<file path="src/rtl/pano_led_button_ctrl.sv">
// pano_led_button_ctrl
// Front-panel button handling (synchronise, debounce, short/long press
// classification) plus a per-channel LED driver offering off, on, a shared
// blink phase and PWM dimming. All state is clocked on SYSCLK.
module pano_led_button_ctrl #(
  parameter int CLK_HZ         = 25000000,
  parameter int TICK_HZ        = 1000,
  parameter int NUM_LEDS       = 3,
  parameter int PWM_BITS       = 4,
  parameter int DEBOUNCE_TICKS = 20,
  parameter int LONG_TICKS     = 2000,
  parameter int BLINK_TICKS    = 500
) (
  input  logic                         SYSCLK,
  input  logic                         RESET,
  input  logic                         PANO_BUTTON,
  input  logic [2*NUM_LEDS-1:0]        mode,
  input  logic [PWM_BITS*NUM_LEDS-1:0] duty,
  output logic [NUM_LEDS-1:0]          LED_OUT,
  output logic                         button_pressed,
  output logic                         short_press,
  output logic                         boot_req
);

  localparam int DIV     = CLK_HZ / TICK_HZ;
  localparam int DIV_W   = (DIV > 1) ? $clog2(DIV) : 1;
  localparam int DEB_W   = $clog2(DEBOUNCE_TICKS + 1);
  localparam int HOLD_W  = (LONG_TICKS > 1) ? $clog2(LONG_TICKS) : 1;
  localparam int BLINK_W = (BLINK_TICKS > 1) ? $clog2(BLINK_TICKS) : 1;

  localparam logic [DIV_W-1:0]   DIV_LAST   = DIV_W'(DIV - 1);
  localparam logic [DEB_W-1:0]   DEB_MAX    = DEB_W'(DEBOUNCE_TICKS);
  localparam logic [HOLD_W-1:0]  HOLD_LAST  = HOLD_W'(LONG_TICKS - 1);
  localparam logic [BLINK_W-1:0] BLINK_LAST = BLINK_W'(BLINK_TICKS - 1);

  localparam logic [1:0] ST_IDLE = 2'd0;
  localparam logic [1:0] ST_HELD = 2'd1;
  localparam logic [1:0] ST_LONG = 2'd2;

  logic [DIV_W-1:0]   presc_cnt;
  logic               tick;
  logic [1:0]         sync_ff;
  logic               raw_pressed;
  logic               raw_prev;
  logic [DEB_W-1:0]   deb_cnt;
  logic [1:0]         press_state;
  logic [HOLD_W-1:0]  hold_cnt;
  logic               long_hit;
  logic [BLINK_W-1:0] blink_cnt;
  logic               blink_phase;
  logic [PWM_BITS-1:0] pwm_cnt;

  assign tick        = (presc_cnt == DIV_LAST);
  assign raw_pressed = ~sync_ff[1];
  assign long_hit    = (press_state == ST_HELD) && tick && (hold_cnt == HOLD_LAST);

  // Time-base prescaler: one tick cycle out of every DIV
  always_ff @(posedge SYSCLK) begin
    if (RESET)     presc_cnt <= '0;
    else if (tick) presc_cnt <= '0;
    else           presc_cnt <= presc_cnt + DIV_W'(1);
  end

  // Two-flop synchroniser; idles high so a reset looks like a released button
  always_ff @(posedge SYSCLK) begin
    if (RESET) sync_ff <= 2'b11;
    else       sync_ff <= {sync_ff[0], PANO_BUTTON};
  end

  // Debounce: accept a new level once it has been steady for DEBOUNCE_TICKS ticks
  always_ff @(posedge SYSCLK) begin
    if (RESET) begin
      raw_prev       <= 1'b0;
      deb_cnt        <= '0;
      button_pressed <= 1'b0;
    end else begin
      raw_prev <= raw_pressed;
      if (raw_pressed != raw_prev) begin
        deb_cnt <= '0;
      end else if (deb_cnt == DEB_MAX) begin
        if (raw_pressed != button_pressed) begin
          button_pressed <= raw_pressed;
          deb_cnt        <= '0;
        end
      end else if (tick) begin
        deb_cnt <= deb_cnt + DEB_W'(1);
      end
    end
  end

  // Press classifier; a long press reached on the release cycle still counts as long
  always_ff @(posedge SYSCLK) begin
    if (RESET) begin
      press_state <= ST_IDLE;
      hold_cnt    <= '0;
      short_press <= 1'b0;
      boot_req    <= 1'b0;
    end else begin
      short_press <= 1'b0;
      boot_req    <= 1'b0;
      case (press_state)
        ST_IDLE: begin
          if (button_pressed) begin
            press_state <= ST_HELD;
            hold_cnt    <= '0;
          end
        end
        ST_HELD: begin
          if (long_hit) begin
            boot_req    <= 1'b1;
            press_state <= button_pressed ? ST_LONG : ST_IDLE;
          end else if (!button_pressed) begin
            short_press <= 1'b1;
            press_state <= ST_IDLE;
          end else if (tick) begin
            hold_cnt <= hold_cnt + HOLD_W'(1);
          end
        end
        ST_LONG: begin
          if (!button_pressed) press_state <= ST_IDLE;
        end
        default: press_state <= ST_IDLE;
      endcase
    end
  end

  // Free-running blink phase shared by every channel
  always_ff @(posedge SYSCLK) begin
    if (RESET) begin
      blink_cnt   <= '0;
      blink_phase <= 1'b0;
    end else if (tick) begin
      if (blink_cnt == BLINK_LAST) begin
        blink_cnt   <= '0;
        blink_phase <= ~blink_phase;
      end else begin
        blink_cnt <= blink_cnt + BLINK_W'(1);
      end
    end
  end

  // PWM reference counter, advancing every clock and wrapping naturally
  always_ff @(posedge SYSCLK) begin
    if (RESET) pwm_cnt <= '0;
    else       pwm_cnt <= pwm_cnt + PWM_BITS'(1);
  end

  // Registered LED drive selected per channel by its mode field
  always_ff @(posedge SYSCLK) begin
    if (RESET) begin
      LED_OUT <= '0;
    end else begin
      for (int i = 0; i < NUM_LEDS; i++) begin
        case (mode[2*i +: 2])
          2'b00:   LED_OUT[i] <= 1'b0;
          2'b01:   LED_OUT[i] <= 1'b1;
          2'b10:   LED_OUT[i] <= blink_phase;
          default: LED_OUT[i] <= (pwm_cnt < duty[PWM_BITS*i +: PWM_BITS]);
        endcase
      end
    end
  end

endmodule

</file>
<file path="config.mk">
export PLATFORM = sky130hd
export DESIGN_NAME = pano_led_button_ctrl
export DESIGN_NICKNAME = d
export VERILOG_FILES = /design/src/rtl/pano_led_button_ctrl.sv
export SDC_FILE = /design/constraint.sdc
export NUM_CORES = 1
export LEC_CHECK = 0
export ABC_AREA = 1
export CAP_MARGIN = 20
export CELL_PAD_IN_SITES_DETAIL_PLACEMENT = 2
export CELL_PAD_IN_SITES_GLOBAL_PLACEMENT = 2
export CORE_MARGIN = 1.5
export CORE_UTILIZATION = 35
export DETAILED_ROUTE_END_ITERATION = 8
export PLACE_DENSITY = 0.9
export SETUP_SLACK_MARGIN = 0.5
export SYNTH_ARGS = -nofsm -noshare
export SYNTH_HDL_FRONTEND = slang
export SYNTH_SLANG_ARGS = --single-unit
</file>
<file path="constraint.sdc">
create_clock -name SYSCLK -period 3 [get_ports SYSCLK]
set_clock_uncertainty 0.05 [all_clocks]
set_input_delay 0.6 -clock SYSCLK [delete_from_list [all_inputs] [get_ports SYSCLK]]
set_output_delay 0.6 -clock SYSCLK [all_outputs]
set_load 0.02 [all_outputs]
</file>
# Yosys cells after proc, flatten, opt, wreduce, memory -nomap -nowiden
# Index checks and enable logic that the tools add are counted.
[word_totals]
reg_bits = 56
inputBits = 21
out_inout_bits = 6
wordCells = 79
[op_classes]
n_addsub = 5
order_cmp = 3
eq_ne = 19
mux = 19
n_bitwise = 4
n_reduce_logical = 16
[ops]
columns = ["cell", "count"]
rows = [
  ["$mux 11", 4],
  ["$pmux 11 s2", 1],
  ["$add 15x1->15 const B", 1],
  ["$eq 15x15->1 const B", 1],
  ["$mux 5", 3],
  ["$lt 4x4->1", 3],
  ["$add 11x1->11 const B", 1],
  ["$eq 11x11->1 const B", 1],
  ["$add 9x1->9 const B", 1],
  ["$eq 9x9->1 const B", 1],
  ["$mux 9", 1],
  ["$pmux 1 s3", 3],
  ["$eq 2x1->1 const B", 4],
  ["$eq 2x2->1 const B", 4],
  ["$logic_not 2->1", 4],
  ["$mux 2", 4],
  ["$ne 2x2->1 const B", 4],
  ["$pmux 2 s3", 1],
  ["$reduce_or 2->1", 3],
  ["$add 5x1->5 const B", 1],
  ["$eq 5x5->1 const B", 1],
  ["$reduce_and 5->1", 1],
  ["$add 4x1->4 const B", 1],
  ["$not 1->1", 4],
  ["8 further kinds", 13],
]

# Depth between registers and ports, before layout
[logic_depth]
depth_word = 5
depth_mapped = 12

# Worst setup path before layout
# No wires, ideal clock.
[synth_path]
path_kind = "register -> register"
start = "reg presc_cnt[0]"
end = "reg hold_cnt[6]"
arrival_ns = 1.372
required_time_ns = 2.841
slack_ns = 1.469
path_stages_with_launch = 13
n_path_buf = 0
cell_sequence = "dfxtp_1 ha_1 nand2_1 inv_2 nand2_1 nor2_1 nand3_1 nand2_2 nand3_4 nand2_2 nand2_1 nand2_1 inv_1"
[synth_via]
elab_chain_cells = 5
[synth_rtl]
columns = ["item", "line", "rtl"]
rows = [
  ["start: declaration", "40", "logic [DIV_W-1:0] presc_cnt;"],
  ["start signal: assignment", "61", "else presc_cnt <= presc_cnt + DIV_W'(1);"],
  ["$eq 15x15->1 (*)", "53", "assign tick = (presc_cnt == DIV_LAST);"],
  ["$logic_and 1x1->1 (2 in series)", "55", "assign long_hit = (press_state == ST_HELD) && tick && (hold_cnt == HOLD_LAST);"],
  ["$ne 2x2->1 (no source line)", "-", ""],
  ["$reduce_and 5->1 (no source line) (*)", "-", ""],
  ["end signal: assignment", "116", "hold_cnt <= hold_cnt + HOLD_W'(1);"],
  ["end: declaration", "47", "logic [HOLD_W-1:0] hold_cnt;"],
]
# Every way passes the cells marked *; elsewhere a longest branch is shown, timed or not.
# A chain may end at the register's enable or synchronous reset.

# Final worst setup path
[layout_path]
start = "reg button_pressed"
end = "out button_pressed"
[layout_lines]
columns = ["item", "line", "rtl"]
rows = [
  ["start: declaration", "20", "output logic button_pressed,"],
  ["start signal: assignment", "82", "button_pressed <= raw_pressed;"],
]
# No word-level cell between the ends.

==> impl_results.md <==
* Least-Margin Pin Slew at 0.527 ns
* Final hold violation count at 0
* Chip Height at 98.2 um
* Via count at 3096
* Cells after Synth at 456
* Worst EP arrival at 1.45 ns
* Initial DRC count at 46
* Worst ir drop on vdd at 0.194 mV
* FF+latch count, synth at 56
* ANT nets after route at 0
* CTS sink count at 56
* Hold-fix buffers at CTS at 0
* Slew headroom at 64.8%
* CP startpoint kind: flip-flop
* CTS tree: yes
* Drt pass-1 iters at 4
* Crit. End Element: primary output
* I/O pin cnt at 27
* Avg Inst Size Synth at 6.96 um2
* Cts bufs inserted at 5
* RePlAce Congestion at 0.806
* Initial Util at 36.2%
* Core Area at 8760 um2
* Fraction of layout cells with a size suffix above 1 at 9.69%
* Crit path buffers/inverters at 1
* Syn nets at 492
* PD cells at 361 nW/um2
* Std cell rows at 34
* DIE AREA at 9640 um2
* Type of the tightest min-delay check: reg2reg
* Status: finished, final reports clean
* Layout fillers at 1064
* Clock transition at path regs at 0.11 ns
* Total negative setup slack at 0 ns
* Final #Nets at 520
* Cell Chain, Critical Path: clkdlybuf4s50_1
* GR Util All Layers at 21.1%
* YS warnings at 0
* Die Span X at 98.2 um
* Routed length per instance at 16.5 um
* Unique masters post-synth at 35
* First-pass GRT wire length at 16500 um
* Area of the multi-input gates at 1770 um2
* Pleak at 1.42 nW
* Drc violations at 0
* Worst skew pair latency at 0.32 ns
* Register area at 1120 um2
* # resized after CTS at 0
* # diodes at 0
* Largest net degree at the start of global routing at 29
* Final WL at 9760 um
* Worst path slowest cell: clkdlybuf4s50_1
* Max incr delay on CP at 0.65 ns
* Syn Std Cell Area at 3170 um2
* Cell family with most CP delay: buffers and inverters
* Slew Viols, Final at 0
* WP data required at 2.35 ns
* Post-CTS Repair Setup Buffers at 0
* Max-cap violations at 0
* H-tree Lvls at 2
* Tcrit/Tclk final at 70.0%
* Finish-stage setup viols at 0
* Initial antenna violation count at 0
* Routed vias/inst at 5.22
* Sequential share of the synthesized area at 35.3%
* DP Wirelength at 7280 um
* Number of global-route vias before repair at 3378
* FMAX at 476 MHz
* Crit-path max FO at 5
* Unrepaired setup endpoints after global routing: no
* Clk buf depth at 2
* Syn-to-layout area delta at 14.3%
* IO buf count at 26
* Total gr overflow at 0
* Core Util, Final at 41.4%
* Root Driver: clkbuf_8
* CP Class: reg2out
* Fin crit period at 2.10 ns
==> report_power, final <==
part	switching, mW	internal, mW	leakage [nW]
sequential	0.0119	0.754	0.454
combinational	0.0469	0.0503	0.927
clock	0.278	0.168	0.0414
==> sequential cells by signal, summed over array words and instances (netlist names) <==
signal and flops:
press_state 2, boot_req 1, deb_cnt 5, presc_cnt 15
blink_cnt 9, raw_prev 1, hold_cnt 11, LED_OUT 3
blink_phase 1, sync_ff 2, button_pressed 1, short_press 1
pwm_cnt 4
==> layer usage <==
metal	up-vias	global-route usage [%]	routed length (um)
li1	1529	-	-
met1	1504	26.4	4420
met2	46	37.7	4930
met3	17	2.65	224
met4	0	6.39	197
met5	-	0	0
==> area by class of cell <==
type	count	share of cell area, %
multi-input cells	329	48.8
well taps	108	3.73
inverters	65	6.73
repair buffers	27	7.39
clock buffers	6	2.00
clock inverters	2	0.449
flip-flops and latches	56	30.9
==> logic make-up (layout without fill, tap and decap cells) <==
logic type | count (synthesis) | count (layout) | synth area share [%]
compound gates | 60 | 60 | 10.9
xor+xnor | 10 | 10 | 2.76
buf+inv | 71 | 100 | 8.92
flops | 56 | 56 | 35.3
simple gates | 244 | 244 | 36.2
fa+ha+maj | 15 | 15 | 5.92
==> per-stage QoR <==
| step | power (mW) | setup WS [ns] | cells | hold WS [ns] | area, um2 |
|---|---|---|---|---|---|
| after floorplan | 0.828 | 1.47 | 456 | 0.339 | 3170 |
| after global placement | 0.873 | 0.898 | 585 | 0.353 | 3540 |
| after detailed placement | 0.881 | 0.794 | 585 | 0.359 | 3540 |
| after CTS | 1.33 | 0.889 | 593 | 0.416 | 3620 |
| after global routing | 1.35 | 0.757 | 593 | 0.439 | 3620 |
| final | 1.31 | 0.899 | 593 | 0.413 | 3620 |
==> synthesized netlist by cell type (all sizes together) <==
cell type / instances / share of area, %
o21a: 3 / 0.71
ha: 15 / 5.9
buf: 3 / 0.87
nor3: 15 / 2.5
nor4: 1 / 0.20
o21bai: 3 / 0.71
a21oi: 34 / 5.7
a21boi: 1 / 0.24
a211oi: 1 / 0.24
o21ai: 11 / 1.7
nand3: 33 / 5.8
or2: 9 / 1.8
nand4: 16 / 3.2
nor2: 60 / 8.7
a31oi: 3 / 0.59
nor3b: 3 / 0.87
dfxtp: 56 / 35
clkbuf: 3 / 0.36
inv: 65 / 7.7
o211ai: 3 / 0.71
xor2: 5 / 1.4
a21o: 1 / 0.24
xnor2: 5 / 1.4
nand2: 107 / 13
==> cell usage in the layout (no fill, tap or decap), types with 2 or more instances in the layout <==
cell,netlist,layout
o21a_1,3,3
inv_2,7,7
o21bai_1,3,3
a21oi_1,33,33
nor2_4,4,4
o21ai_0,11,11
nor2_1,48,48
or2_2,8,8
nand2_2,7,7
ha_1,15,15
xor2_1,5,5
inv_1,58,58
xnor2_1,5,5
nand4_1,16,16
o211ai_1,3,3
nor3_1,14,14
nand3_1,31,31
clkdlybuf4s50_1,0,26
dfxtp_1,56,56
clkbuf_8,0,5
nand2_1,100,100
a31oi_1,3,3
nor2_2,8,8
nor3b_1,2,2
==> worst reg2reg max path: cells and delay by family, from the launching register on <==
kind / cells / cell delay [ns]
flip-flops: 1 / 0.49
AND/OR/NAND/NOR: 7 / 0.96
AO/OA/AOI/OAI: 1 / 0.15
adder cells (fa/ha/maj): 1 / 0.30
==> worst paths after layout <==
kind | start | end | slack (ns) | cells after the start
worst min-delay path | presc_cnt[0] | presc_cnt[0] | 0.41 | 1
worst max-delay path | button_pressed | button_pressed | 0.90 | 1
worst min register to register | presc_cnt[0] | presc_cnt[0] | 0.41 | 1
worst max register to register | hold_cnt[0] | hold_cnt[0] | 0.98 | 9
(Power assumes the default switching activity.)
==> patch, RTL diff (same settings) <==
Change the parameter `TICK_HZ` from 1000 to 500.
--- a/src/rtl/pano_led_button_ctrl.sv
+++ b/src/rtl/pano_led_button_ctrl.sv
@@ -5,5 +5,5 @@
 module pano_led_button_ctrl #(
   parameter int CLK_HZ         = 25000000,
-  parameter int TICK_HZ        = 1000,
+  parameter int TICK_HZ        = 500,
   parameter int NUM_LEDS       = 3,
   parameter int PWM_BITS       = 4,
Behaviour: same outputs for any inputs over 10 cycles, from zero or initial values and one cycle with RESET high; that may be too few to reach the edited logic, so the function may still have changed.
==> patch against the original RTL <==
Hold slack hardly changed; worst setup slack worse by 55 ps; sequential cell count is 1 higher; power up 27%; synthesized area increased by 2.4%; routed wire length increased by 37%; cell area increased by 5.2%; critical path depth unchanged; largest power group unchanged; highest routed layer unchanged.
==> patch: results (changes against the original RTL) <==
Routing:
- The wire length on met2 is 7.19 mm (+46%).
- The post-route met1 wirelength is 5.25 mm (+19%).
- The violation count after the first detailed-routing iteration is 107 (+130%).
- The sum of met3 wire segment lengths after detailed routing is 455 um (+100%).
- The mean number of vias per cell is 5.46 (+4.6%).
- The routed wire length is 13.4 mm (+37%).

Worst setup path:
- The arrival time reported for the critical path endpoint is 1510 ps (+60 ps).
- The peak per-stage delay on the critical path is 670 ps (+20 ps).

Global routing:
- The largest net degree at the start of global routing came to 16 (-45%).
- The total routing resource utilization after global routing is 0.288 (+0.0772).
- The global-route wire length before repair came to 21.5 mm (+30%).
- The number of global-route vias before repair was 4024 (+19%).

Synth:
- Among all flip-flop cells after synthesis, the most frequent one is sky130_fd_sc_hd__dfxtp_1.
- The mean area per synthesized cell was 6.85 um2 (-1.5%).
- The net count after synthesis is 510 (+3.7%).
- By area the synthesized netlist is led by sky130_fd_sc_hd__dfxtp_1 (35%), sky130_fd_sc_hd__nand2_1 (11%), sky130_fd_sc_hd__inv_1 (7.4%), sky130_fd_sc_hd__nor2_1 (6.8%), sky130_fd_sc_hd__ha_1 (5.8%).
- The commonest cells after synthesis are sky130_fd_sc_hd__nand2_1 (97), sky130_fd_sc_hd__inv_1 (64), sky130_fd_sc_hd__nor2_1 (59).
- The count of distinct cell types in the synthesized netlist is 34 (-2.9%).
- The sequential share of the synthesized area was 0.351 (-0.00201).

Finish:
- In the final layout, the registers with the most flip-flops are presc_cnt (16), hold_cnt (11), blink_cnt (9).
- The most flop-heavy register is presc_cnt.
- The share of layout cells above drive strength 1 is 0.104 (+0.00701).
- The number of nets in the final layout was 541 (+4.0%).
- The number of flip-flops in the largest register came to 16 (+1).
- The number of cells in the finished layout apart from fillers was 618 (+4.2%).

Placed design:
- The last weighted congestion value of the routability-driven placer was 0.778 (-3.4%).
- The placed wire-length estimate after detailed placement is 8.27 mm (+14%).
- The number of instances in the placed design came to 602 (+2.9%).
- The count of buffers from port buffering is 26 (unchanged).
- The minimum setup slack after placement came to 957 ps (+163 ps).

Clocking:
- The worst-skew pair later-pin latency is 360 ps (+40 ps).
- The clock transition at the registers of the reported paths came to 70 ps (-40 ps).
- The count of H-tree levels built during CTS is 3 (+1).
- The post-cts resize count is 0 (unchanged).
- The number of buffers created by CTS is 9 (+4).

Pwr:
- The worst supply voltage drop on vdd is 234 uV (+21%).
- The leakage power of the design came to 1.57 nW (+11%).

Timing:
- The worst-margin pin slew came to 426 ps (-101 ps).

Run status:
- The flow ran to the end, and the final reports show no timing, DRC or antenna violations.
patch: area by class of cell:
type                       instances  area, um2
fill                            1034       5040
sequential                        57       1140
timing repair buffer              28        275
multi-input combinational        335       1790
clock buffer                      11        141
inverter                          74        279
tap                              108        135
clock inverter                     5       55.1
patch: power breakdown:
group	switching (mW)	internal [mW]	total (mW)	leakage, nW
Combinational	0.0567	0.0526	0.109	1.01
Clock	0.368	0.404	0.771	0.0953
Sequential	0.0132	0.767	0.780	0.462
Total	0.438	1.22	1.66	1.57
patch: per-layer routing:
metal | vias to the layer above | GRT usage
li1 | 1578 | -
met1 | 1664 | 0.299
met2 | 96 | 0.551
met3 | 38 | 0.0541
met4 | 0 | 0.140
met5 | - | 0
patch: kinds of logic after synthesis:
group / count (synthesis) / share of synthesized area
buffers and inverters: 82 / 0.0986
DFF: 57 / 0.351
AOI/OAI and AO/OA: 65 / 0.112
and+or+nand+nor: 242 / 0.345
adders and majority gates: 15 / 0.0578
xor gates and xnor gates: 13 / 0.0351
patch: worst paths after layout:
check,endpoint,slack (ps),cells after the start
hold / removal,presc_cnt[0],410,1
setup / recovery,button_pressed,840,1
hold reg to reg,presc_cnt[0],410,1
setup reg to reg,hold_cnt[3],900,9
patch: per-stage QoR:
stage               hold WS [ps]  instance area, um2
floorplan                    339                3250
finish                       413                3810
global placement             342                3620
global route                 433                3810
CTS                          419                3810
detailed placement           347                3620
